<file path="src/rtl/stream_arb_mux_pkg.sv">
// Shared types and helpers for the stream arbiter/mux: FSM state encoding
// and the ceil-log2 used to validate the grant index width.
package stream_arb_mux_pkg;

  typedef enum logic {
    IDLE   = 1'b0,
    LOCKED = 1'b1
  } arb_state_e;

  function automatic int clog2_f(input int n);
    int r;
    r = 0;
    while ((1 << r) < n) r++;
    return r;
  endfunction

endpackage

</file>
<file path="src/rtl/stream_arb_mux_if.sv">
// Bundle of the per-channel input streams and the single muxed output stream.
// The slave modport is the arbiter's view; master is the traffic source/sink.
interface stream_arb_mux_if #(
  parameter int data_width = 8,
  parameter int num_inputs = 4,
  parameter int sel_width  = 2
);
  logic [num_inputs*data_width-1:0] i_data;
  logic [num_inputs-1:0]            i_valid;
  logic [num_inputs-1:0]            i_last;
  logic [num_inputs-1:0]            o_ready;
  logic [data_width-1:0]            o_data;
  logic                             o_valid;
  logic                             o_last;
  logic [sel_width-1:0]             o_grant;
  logic                             i_ready;

  modport slave (
    input  i_data, i_valid, i_last, i_ready,
    output o_ready, o_data, o_valid, o_last, o_grant
  );

  modport master (
    output i_data, i_valid, i_last, i_ready,
    input  o_ready, o_data, o_valid, o_last, o_grant
  );
endinterface

</file>
<file path="src/rtl/stream_arb_mux_rr_arbiter.sv">
// Combinational round-robin picker: first set request at or above ptr,
// wrapping to channel 0; returns one-hot grant and its index.
module stream_arb_mux_rr_arbiter #(
  parameter int num_inputs = 4,
  parameter int sel_width  = 2
) (
  input  logic [num_inputs-1:0] req,
  input  logic [sel_width-1:0]  ptr,
  output logic [num_inputs-1:0] gnt,
  output logic [sel_width-1:0]  gnt_idx,
  output logic                  gnt_vld
);

  logic [num_inputs-1:0] req_rot;
  logic [sel_width:0]    sum;

  always_comb begin
    req_rot = num_inputs'({req, req} >> ptr);
    gnt_vld = 1'b0;
    sum     = '0;
    // descending scan so the lowest rotated offset wins
    for (int i = num_inputs - 1; i >= 0; i--) begin
      if (req_rot[i]) begin
        gnt_vld = 1'b1;
        sum     = {1'b0, ptr} + (sel_width+1)'(i);
      end
    end
    if (sum >= (sel_width+1)'(num_inputs)) sum = sum - (sel_width+1)'(num_inputs);
    gnt_idx = sum[sel_width-1:0];
    gnt     = gnt_vld ? ({{(num_inputs-1){1'b0}}, 1'b1} << gnt_idx) : '0;
  end

endmodule

</file>
<file path="src/rtl/stream_arb_mux.sv">
// Packet-aware N:1 stream mux: round-robin between packets, locked to one
// channel until its last beat, with a single registered output stage.
module stream_arb_mux
  import stream_arb_mux_pkg::*;
#(
  parameter int data_width = 8,
  parameter int num_inputs = 4,
  parameter int sel_width  = 2
) (
  input logic             i_clk,
  input logic             i_rst_n,
  stream_arb_mux_if.slave bus
);

  if (sel_width != clog2_f(num_inputs)) begin : g_bad_sel_width
    $error("sel_width must equal ceil(log2(num_inputs))");
  end
  if (data_width < 1 || data_width > 64 || num_inputs < 2 || num_inputs > 16) begin : g_bad_range
    $error("data_width or num_inputs out of range");
  end

  arb_state_e            state_q, state_d;
  logic [sel_width-1:0]  lock_ch_q, lock_ch_d;
  logic [sel_width-1:0]  rr_ptr_q, rr_ptr_d;
  logic [data_width-1:0] o_data_q, o_data_d;
  logic                  o_valid_q, o_valid_d;
  logic                  o_last_q, o_last_d;
  logic [sel_width-1:0]  o_grant_q, o_grant_d;

  logic                  load, xfer, sel_last, gnt_vld;
  logic [num_inputs-1:0] req, gnt, lock_mask;
  logic [sel_width-1:0]  arb_ptr, gnt_idx;
  logic [data_width-1:0] sel_data;

  assign load      = !o_valid_q || bus.i_ready;
  assign lock_mask = {{(num_inputs-1){1'b0}}, 1'b1} << lock_ch_q;
  // while locked, pointing the arbiter at lock_ch with a masked request
  // makes it grant the locked channel or nothing
  assign req       = (state_q == LOCKED) ? (bus.i_valid & lock_mask) : bus.i_valid;
  assign arb_ptr   = (state_q == LOCKED) ? lock_ch_q : rr_ptr_q;

  stream_arb_mux_rr_arbiter #(
    .num_inputs (num_inputs),
    .sel_width  (sel_width)
  ) u_rr_arbiter (
    .req     (req),
    .ptr     (arb_ptr),
    .gnt     (gnt),
    .gnt_idx (gnt_idx),
    .gnt_vld (gnt_vld)
  );

  assign xfer        = load && gnt_vld;
  assign bus.o_ready = (xfer && i_rst_n) ? gnt : '0;
  assign sel_data    = data_width'(bus.i_data >> (int'(gnt_idx) * data_width));
  assign sel_last    = |(bus.i_last & gnt);

  always_comb begin
    state_d   = state_q;
    lock_ch_d = lock_ch_q;
    rr_ptr_d  = rr_ptr_q;
    o_data_d  = o_data_q;
    o_valid_d = o_valid_q;
    o_last_d  = o_last_q;
    o_grant_d = o_grant_q;
    if (load) begin
      o_valid_d = xfer;
      if (xfer) begin
        o_data_d  = sel_data;
        o_last_d  = sel_last;
        o_grant_d = gnt_idx;
        if (sel_last) begin
          state_d  = IDLE;
          rr_ptr_d = (gnt_idx == sel_width'(num_inputs - 1)) ? '0 : gnt_idx + sel_width'(1);
        end else begin
          state_d   = LOCKED;
          lock_ch_d = gnt_idx;
        end
      end
    end
  end

  always_ff @(posedge i_clk or negedge i_rst_n) begin
    if (!i_rst_n) begin
      state_q   <= IDLE;
      lock_ch_q <= '0;
      rr_ptr_q  <= '0;
      o_data_q  <= '0;
      o_valid_q <= 1'b0;
      o_last_q  <= 1'b0;
      o_grant_q <= '0;
    end else begin
      state_q   <= state_d;
      lock_ch_q <= lock_ch_d;
      rr_ptr_q  <= rr_ptr_d;
      o_data_q  <= o_data_d;
      o_valid_q <= o_valid_d;
      o_last_q  <= o_last_d;
      o_grant_q <= o_grant_d;
    end
  end

  assign bus.o_data  = o_data_q;
  assign bus.o_valid = o_valid_q;
  assign bus.o_last  = o_last_q;
  assign bus.o_grant = o_grant_q;

endmodule

</file>
<file path="src/flat_wrapper.sv">
// flat-port wrapper written by rule: the top's interface ports become plain ports
module stream_arb_mux_flat import stream_arb_mux_pkg::*;
#(
  parameter int data_width = 8,
  parameter int num_inputs = 4,
  parameter int sel_width  = 2
)
  (i_clk, i_rst_n, bus_i_data, bus_i_valid, bus_i_last, bus_i_ready, bus_o_ready, bus_o_data, bus_o_valid, bus_o_last, bus_o_grant);
  stream_arb_mux_if #(.data_width(data_width), .num_inputs(num_inputs), .sel_width(sel_width)) bus_i ();
  input logic i_clk;
  input logic i_rst_n;
  input wire logic [$bits(bus_i.i_data)-1:0] bus_i_data;
  input wire logic [$bits(bus_i.i_valid)-1:0] bus_i_valid;
  input wire logic [$bits(bus_i.i_last)-1:0] bus_i_last;
  input wire logic [$bits(bus_i.i_ready)-1:0] bus_i_ready;
  output wire logic [$bits(bus_i.o_ready)-1:0] bus_o_ready;
  output wire logic [$bits(bus_i.o_data)-1:0] bus_o_data;
  output wire logic [$bits(bus_i.o_valid)-1:0] bus_o_valid;
  output wire logic [$bits(bus_i.o_last)-1:0] bus_o_last;
  output wire logic [$bits(bus_i.o_grant)-1:0] bus_o_grant;
  assign bus_i.i_data = bus_i_data;
  assign bus_i.i_valid = bus_i_valid;
  assign bus_i.i_last = bus_i_last;
  assign bus_i.i_ready = bus_i_ready;
  assign bus_o_ready = bus_i.o_ready;
  assign bus_o_data = bus_i.o_data;
  assign bus_o_valid = bus_i.o_valid;
  assign bus_o_last = bus_i.o_last;
  assign bus_o_grant = bus_i.o_grant;
  stream_arb_mux #(.data_width(data_width), .num_inputs(num_inputs), .sel_width(sel_width)) u_core (.i_clk(i_clk), .i_rst_n(i_rst_n), .bus(bus_i));
endmodule
</file>
<file path="config.mk">
export PLATFORM = sky130hd
export DESIGN_NAME = stream_arb_mux_flat
export DESIGN_NICKNAME = d
export VERILOG_FILES = /design/src/rtl/stream_arb_mux_pkg.sv /design/src/rtl/stream_arb_mux_if.sv /design/src/rtl/stream_arb_mux_rr_arbiter.sv /design/src/rtl/stream_arb_mux.sv /design/src/flat_wrapper.sv
export SDC_FILE = /design/constraint.sdc
export NUM_CORES = 1
export LEC_CHECK = 0
export CORE_ASPECT_RATIO = 1.5
export CORE_MARGIN = 1
export CORE_UTILIZATION = 44
export CTS_CLUSTER_SIZE = 10
export DETAILED_ROUTE_END_ITERATION = 16
export PLACE_DENSITY = 0.84
export RECOVER_POWER = 50
export SETUP_SLACK_MARGIN = 0.05
export SYNTH_ARGS = -nofsm -noshare
export SYNTH_HDL_FRONTEND = slang
export SYNTH_SLANG_ARGS = --single-unit
</file>
<file path="constraint.sdc">
create_clock -name i_clk -period 7 [get_ports i_clk]
set_input_delay 0.7 -clock i_clk [delete_from_list [all_inputs] [get_ports i_clk]]
set_output_delay 0.7 -clock i_clk [all_outputs]
set_load 0.02 [all_outputs]
</file>
Word-level counts from Yosys, hierarchy flattened
Index checks and enable logic that the tools add are counted.

storage, ports and cells
  output and inout port bits = 16
  register bits after elaboration = 17
  logic and storage cells = 44
  input bits = 43

cells by class
  bitwise operators = 3
  shifts and indexed selects = 4
  order comparisons = 1
  $add $sub $neg = 5
  equal/unequal tests = 1
  reductions and logical operators = 8
  mux-type cells = 15

operator list
  kind                                                                 number
  32-bit by 5-bit >> shifter with 8-bit output                         1
  3-bit 2-to-1 mux                                                     4
  4-bit 2-to-1 mux                                                     3
  4-bit bitwise AND                                                    2
  1-bit by 2-bit left shift with 4-bit output (first input constant)   2
  8-bit by 2-bit >> shifter with 4-bit output                          1
  2-bit by 2-bit adder with 3-bit output (second input constant)       2
  2-bit 2-to-1 mux                                                     3
  3-bit AND reduction                                                  2
  1-bit 2-to-1 mux                                                     5
  4-bit OR reduction                                                   1
  2-bit by 1-bit adder with 3-bit output (second input constant)       1
  3-bit greater-or-equal comparator (second input constant)            1
  2-bit by 1-bit adder with 2-bit output (second input constant)       1
  2-bit == test (second input constant)                                1
  1-bit logical AND                                                    2
  2-bit AND reduction                                                  1
  2-bit by 1-bit subtractor with 2-bit output (second input constant)  1
  1-bit zero test                                                      1
  1-bit logical OR                                                     1
  1-bit NOT                                                            1

Logic depth before layout (Yosys ltp)
  depth after elaboration = 16
  gate-level depth with buffers = 10
  gate-level depth less buffers = 7

Cells and area by module
Synthesis repeated with hierarchy kept, for this count alone.

second synthesis, totals
  cell total of the unflattened synthesis = 103
  area total of the unflattened synthesis = 1161.1 um2

by module, submodules not included
  module                     instances  cells each  sequential area each (um2)  area an instance (um2)
  stream_arb_mux             1          71          425.4                       982.2
  stream_arb_mux_rr_arbiter  1          32          0.0                         178.9

Worst setup path before layout
Ideal clock, no wire load.

  path kind = input-to-output
  from = in bus_i_valid[0]
  to = out bus_o_ready[1]
  required time = 6.300 ns
  path slack = 4.164 ns
  stages = 7
  arrival = 2.136 ns
  buffers on the path = 1
  cell sequence = mux2i_1 > or3_1 > a2111oi_2 > o21bai_2 > buf_4 > nand2_2 > nor2_1

on the way
  word-level cells in the longest chain between the ends = 12
  elaborated cells between the ends (all ways) = 19
  those cells by class = 1 x add/sub; 1 x order compare; 2 x shift; 12 x mux; 1 x bitwise; 2 x reduce/logical

RTL lines
  item                                                                                                     RTL line                         RTL
  start, declared                                                                                          flat_wrapper.sv:13               input wire logic [$bits(bus_i.i_valid)-1:0] bus_i_valid;
  4-bit bitwise AND                                                                                        stream_arb_mux.sv:39             assign req = (state_q == LOCKED) ? (bus.i_valid & lock_mask) : bus.i_valid;
  4-bit 2-to-1 mux (*)                                                                                     stream_arb_mux.sv:39
  8-bit by 2-bit >> shifter with 4-bit output (*)                                                          stream_arb_mux_rr_arbiter.sv:18  req_rot = num_inputs'({req, req} >> ptr);
  3-bit 2-to-1 mux (4 in a row)                                                                            stream_arb_mux_rr_arbiter.sv:23  if (req_rot[i]) begin
  3-bit greater-or-equal comparator / 2-bit by 1-bit subtractor with 2-bit output (equally long branches)  stream_arb_mux_rr_arbiter.sv:28  if (sum >= (sel_width+1)'(num_inputs)) sum = sum - (sel_width+1)'(num_inputs);
  2-bit 2-to-1 mux                                                                                         stream_arb_mux_rr_arbiter.sv:28
  1-bit by 2-bit left shift with 4-bit output                                                              stream_arb_mux_rr_arbiter.sv:30  gnt = gnt_vld ? ({{(num_inputs-1){1'b0}}, 1'b1} << gnt_idx) : '0;
  4-bit 2-to-1 mux                                                                                         stream_arb_mux_rr_arbiter.sv:30
  4-bit 2-to-1 mux (*)                                                                                     stream_arb_mux.sv:54             assign bus.o_ready = (xfer && i_rst_n) ? gnt : '0;
  end, declared                                                                                            flat_wrapper.sv:16               output wire logic [$bits(bus_i.o_ready)-1:0] bus_o_ready;

Every way passes the cells marked *; elsewhere a longest branch is shown, timed or not.

Final worst setup path
  from = in bus_i_valid[1]
  to = out bus_o_ready[0]

The elaborated chain is that of the path after synthesis.

==> summary.md <==
| Metric | Value |
|---|---|
| Clk pin slew, worst setup/hold paths | `~60 ps` |
| Worst voltage drop across the vdd grid | `between 200 and 250 uV` |
| Time the final worst path needs with I/O delays and setup | `roughly 4300 ps` |
| Fin worst setup slack | `~2700 ps` |
| Switching part of the total | `around 47%` |
| Leak pwr | `between 0.7 and 0.8 nW` |
| # diodes | `0` |
| Unrepaired setup endpoints after global routing | `no` |
| Achievable clock frequency | `230.7 MHz` |
| Worst hold start | `u_core.bus.o_last` |
| Detailed Route WL | `3526 microns` |
| Total count of max-transition violations in the final report | `0` |
| Core area | `2734 sq um` |
| R2R Path Start | `u_core.rr_ptr_q[0]` |
| Die Y | `just under 70 microns` |
| Class of the tightest hold or removal check | `reg2reg` |
| Number of antenna violations at the first check in global routing | `0` |
| Inst Count DP | `230` |
| Via count | `between 1,000 and 1,500` |
| Setup-failing EPs final | `0` |
| Number of nets with antenna violations after detailed routing | `0` |
| Slew @ Worst Pin | `between 800 and 900 ps` |
| Maximum clock path buffer count | `2` |
| Area share of the largest cell type after synthesis | `between 30% and 40%` |
| Count of endpoints failing hold in the final timing report | `0` |
| MaxCap Viol Count | `0` |
| Final critical-path share of the clock period | `between 60% and 70%` |
| Core utilization of the finished layout | `between 60 and 70%` |
| Post-CTS Resized | `0` |
| DIE AREA | `between 3000 and 4000 sq um` |
| WS Path Type | `in2out` |
| Number of storage elements in the synthesis netlist | `17` |
| Top cells by area, synth | `sky130_fd_sc_hd__dfrtp_1, sky130_fd_sc_hd__mux2_2, sky130_fd_sc_hd__mux2i_1` |
| GRT overflow | `0` |
| Most instantiated library cell after synthesis | `sky130_fd_sc_hd__nor2_1` |
| Die extent in x | `~46 microns` |
| Synthesized netlist cell count | `~140` |
| Part of the power in combinational logic | `between 60 and 70%` |
| Worst setup skew after layout | `around 4.3 ps` |
| Highest fanout seen on the critical path | `18` |
| Buffer and inverter count on the worst path | `2` |
| HPWL Detailed | `2725 microns` |
| Wire length of the first global-routing pass | `5858 microns` |
| Pin count of the biggest net entering global routing | `31` |
| End point of the critical path | `bus_o_ready[0]` |
| Via density per instance | `roughly 5.7` |
| Cell type of the slowest stage on the worst timing path | `sky130_fd_sc_hd__clkdlybuf4s50_1` |
| Number of cells on the worst reg-to-reg path | `7` |
| Portion of the post-synthesis area used by sequential elements | `between 30% and 40%` |
| Cell area after technology mapping | `roughly 1300 sq um` |
| Worst Setup End Kind | `output pin` |
| RD Place Congestion | `~0.76` |
| Fillers | `approximately 220` |
| R2r endpoint | `u_core.bus.o_data[6]` |
| Clock power share | `8.6%` |
| Leading area contributor after synthesis | `sky130_fd_sc_hd__dfrtp_1` |
| Maximum level of the CTS H-tree | `1` |
| Top FF cell, synth | `sky130_fd_sc_hd__dfrtp_1` |
| Sequential share of power | `approximately a quarter` |
| Largest stage delay on the critical path | `between 600 and 700 ps` |
| Cell at the root of the clock tree | `sky130_fd_sc_hd__clkbuf_8` |
| Headroom to the max-slew limit | `about two fifths` |
| Fin cells | `between 200 and 250` |
| Internal power | `0.0004550 W` |
| CP most frequent cell | `sky130_fd_sc_hd__clkdlybuf4s50_1` |
| GR Util All Layers | `between 20% and 30%` |
| Area growth from synthesis to layout | `48.25%` |
| 1st-iter DRT viols | `37` |
| Final nets | `between 200 and 250` |
| Wire length per cell | `between 15 and 20 microns` |
| Critical Path AT | `roughly 3600 ps` |
| Clk sinks | `17` |
| Clock network latency to the later pin of the worst-skew pair | `250 ps` |
| Clock tree from TritonCTS | `done` |
| Initial Utilization | `47.05%` |
| Power Dens Cells | `about 450 nW/um^2` |
| Net switching power figure | `just over 0.0004 W` |
| Hold buffer count at CTS | `0` |
| Remaining design rule violation count | `0` |
| Post-CTS setup repair buffer count | `0` |
| Standard-cell row count | `23` |
| Vias in the first global route | `1,338` |
| Syn nets | `around 190` |
| Start point of the critical path | `bus_i_valid[1]` |
| Synth unique cells | `39` |
| Logic depth of the worst setup path including buffers | `8` |
| Proportion of register bits with asynchronous set or reset after synthesis | `100.0%` |
| Total negative slack for setup checks | `0 ps` |
| Top delay family on crit path | `buffers and inverters` |
| Commonest cells in the synthesized netlist | `sky130_fd_sc_hd__nor2_1, sky130_fd_sc_hd__dfrtp_1, sky130_fd_sc_hd__o22ai_1` |
| Number of warning messages in the yosys log | `0` |
| Chain of cells forming the critical path | `clkdlybuf4s50_1 > mux2i_1 > o22ai_1 > nor3_2 > a21oi_2 > nand2b_1 > nor2_1 > clkdlybuf4s50_1` |
| Total clock buffers created by CTS | `3` |
| Top-level I/O count | `between 50 and 60` |
| Crit start category | `input port` |
| Result of the run | `complete, no violations` |
| Mean area per synthesized cell | `between 9 and 10 sq um` |
| Total iterations of the first detailed-routing run | `4` |
| R2r setup slk | `roughly 4200 ps` |
| Number of flops mapped to enable cells by yosys | `0` |
| Placement Setup Slack | `roughly 2700 ps` |
| Ratio of cells with drive above 1 in the final layout | `11.17%` |
| Required time worst endpoint | `~6300 ps` |
| Number of input and output port buffers inserted | `58` |
[routing by layer]
metal | part of all wire, % | routed length, microns | global-route usage, %
met1 | 39 | 1370 | 29.37
met2 | 52 | 1836 | 43.49
met3 | 6.2 | 217 | 4.222
met4 | 2.9 | 101 | 12.13
met5 | 0 | 0 | 0
[area by class of cell]
cell class                 instances  area, sq um  share of cell area [%]
tap                               37        46.29                   2.428
multi-input combinational        111        779.5                   40.88
timing repair buffer              59        588.1                   30.84
sequential                        17        425.4                   22.31
inverter                           6        22.52                   1.181
clock buffer                       4        45.04                   2.362
[layout by cell type, fill, tap and decap left out, types with 3 or more instances in the layout]
cell	n
sky130_fd_sc_hd__o21ai_0	7
sky130_fd_sc_hd__nand2_1	9
sky130_fd_sc_hd__nor2_1	18
sky130_fd_sc_hd__mux2_2	8
sky130_fd_sc_hd__nor3b_1	9
sky130_fd_sc_hd__clkdlybuf4s50_1	49
sky130_fd_sc_hd__inv_1	6
sky130_fd_sc_hd__a211oi_1	9
sky130_fd_sc_hd__mux2i_1	7
sky130_fd_sc_hd__clkbuf_8	3
sky130_fd_sc_hd__dfrtp_1	17
sky130_fd_sc_hd__o22ai_1	10
sky130_fd_sc_hd__dlygate4sd3_1	9
[flip-flops by register name, indices dropped and copies added (netlist names)]
register and cells:
u_core.state_q 1, u_core.bus.o_valid 1, u_core.bus.o_grant 2, u_core.bus.o_data 8, u_core.rr_ptr_q 2, u_core.lock_ch_q 2, u_core.bus.o_last 1
[cells by family after synthesis]
logic type	share of synthesized area, %
and+or+nand+nor	19.26
DFF	33.07
AOI/OAI and AO/OA	26.36
muxes	13.62
buffers and inverters	6.322
xor gates and xnor gates	1.362
[through the flow]
stage	total power, W	hold slack [ps]	area [sq um]
floorplan	0.0006461	404.4	1286
CTS	0.0008767	501.5	1907
global route	0.0009336	527.1	1907
finish	0.0008660	487.4	1907
detailed placement	0.0007981	486.6	1862
global placement	0.0007802	464.7	1862
[worst min-delay path by stage]
stage | end | slack [ps] | depth (start not counted)
floorplan | u_core.bus.o_data[0] | 400 | 0
global placement | u_core.bus.o_last | 460 | 1
detailed placement | u_core.bus.o_last | 490 | 1
CTS | u_core.bus.o_last | 500 | 1
global route | u_core.bus.o_last | 530 | 1
finish | u_core.bus.o_last | 490 | 1
[power groups by stage]
stage,clock network [W],registers [W],logic [W]
2_1_floorplan,0,0.000221,0.000425
3_3_place_gp,0,0.000203,0.000578
3_5_place_dp,0,0.000204,0.000594
4_1_cts,0.0000754,0.000204,0.000598
5_1_grt,0.0000810,0.000210,0.000642
6_report,0.0000746,0.000204,0.000588
No activity file was read; power rests on OpenSTA's default activity.
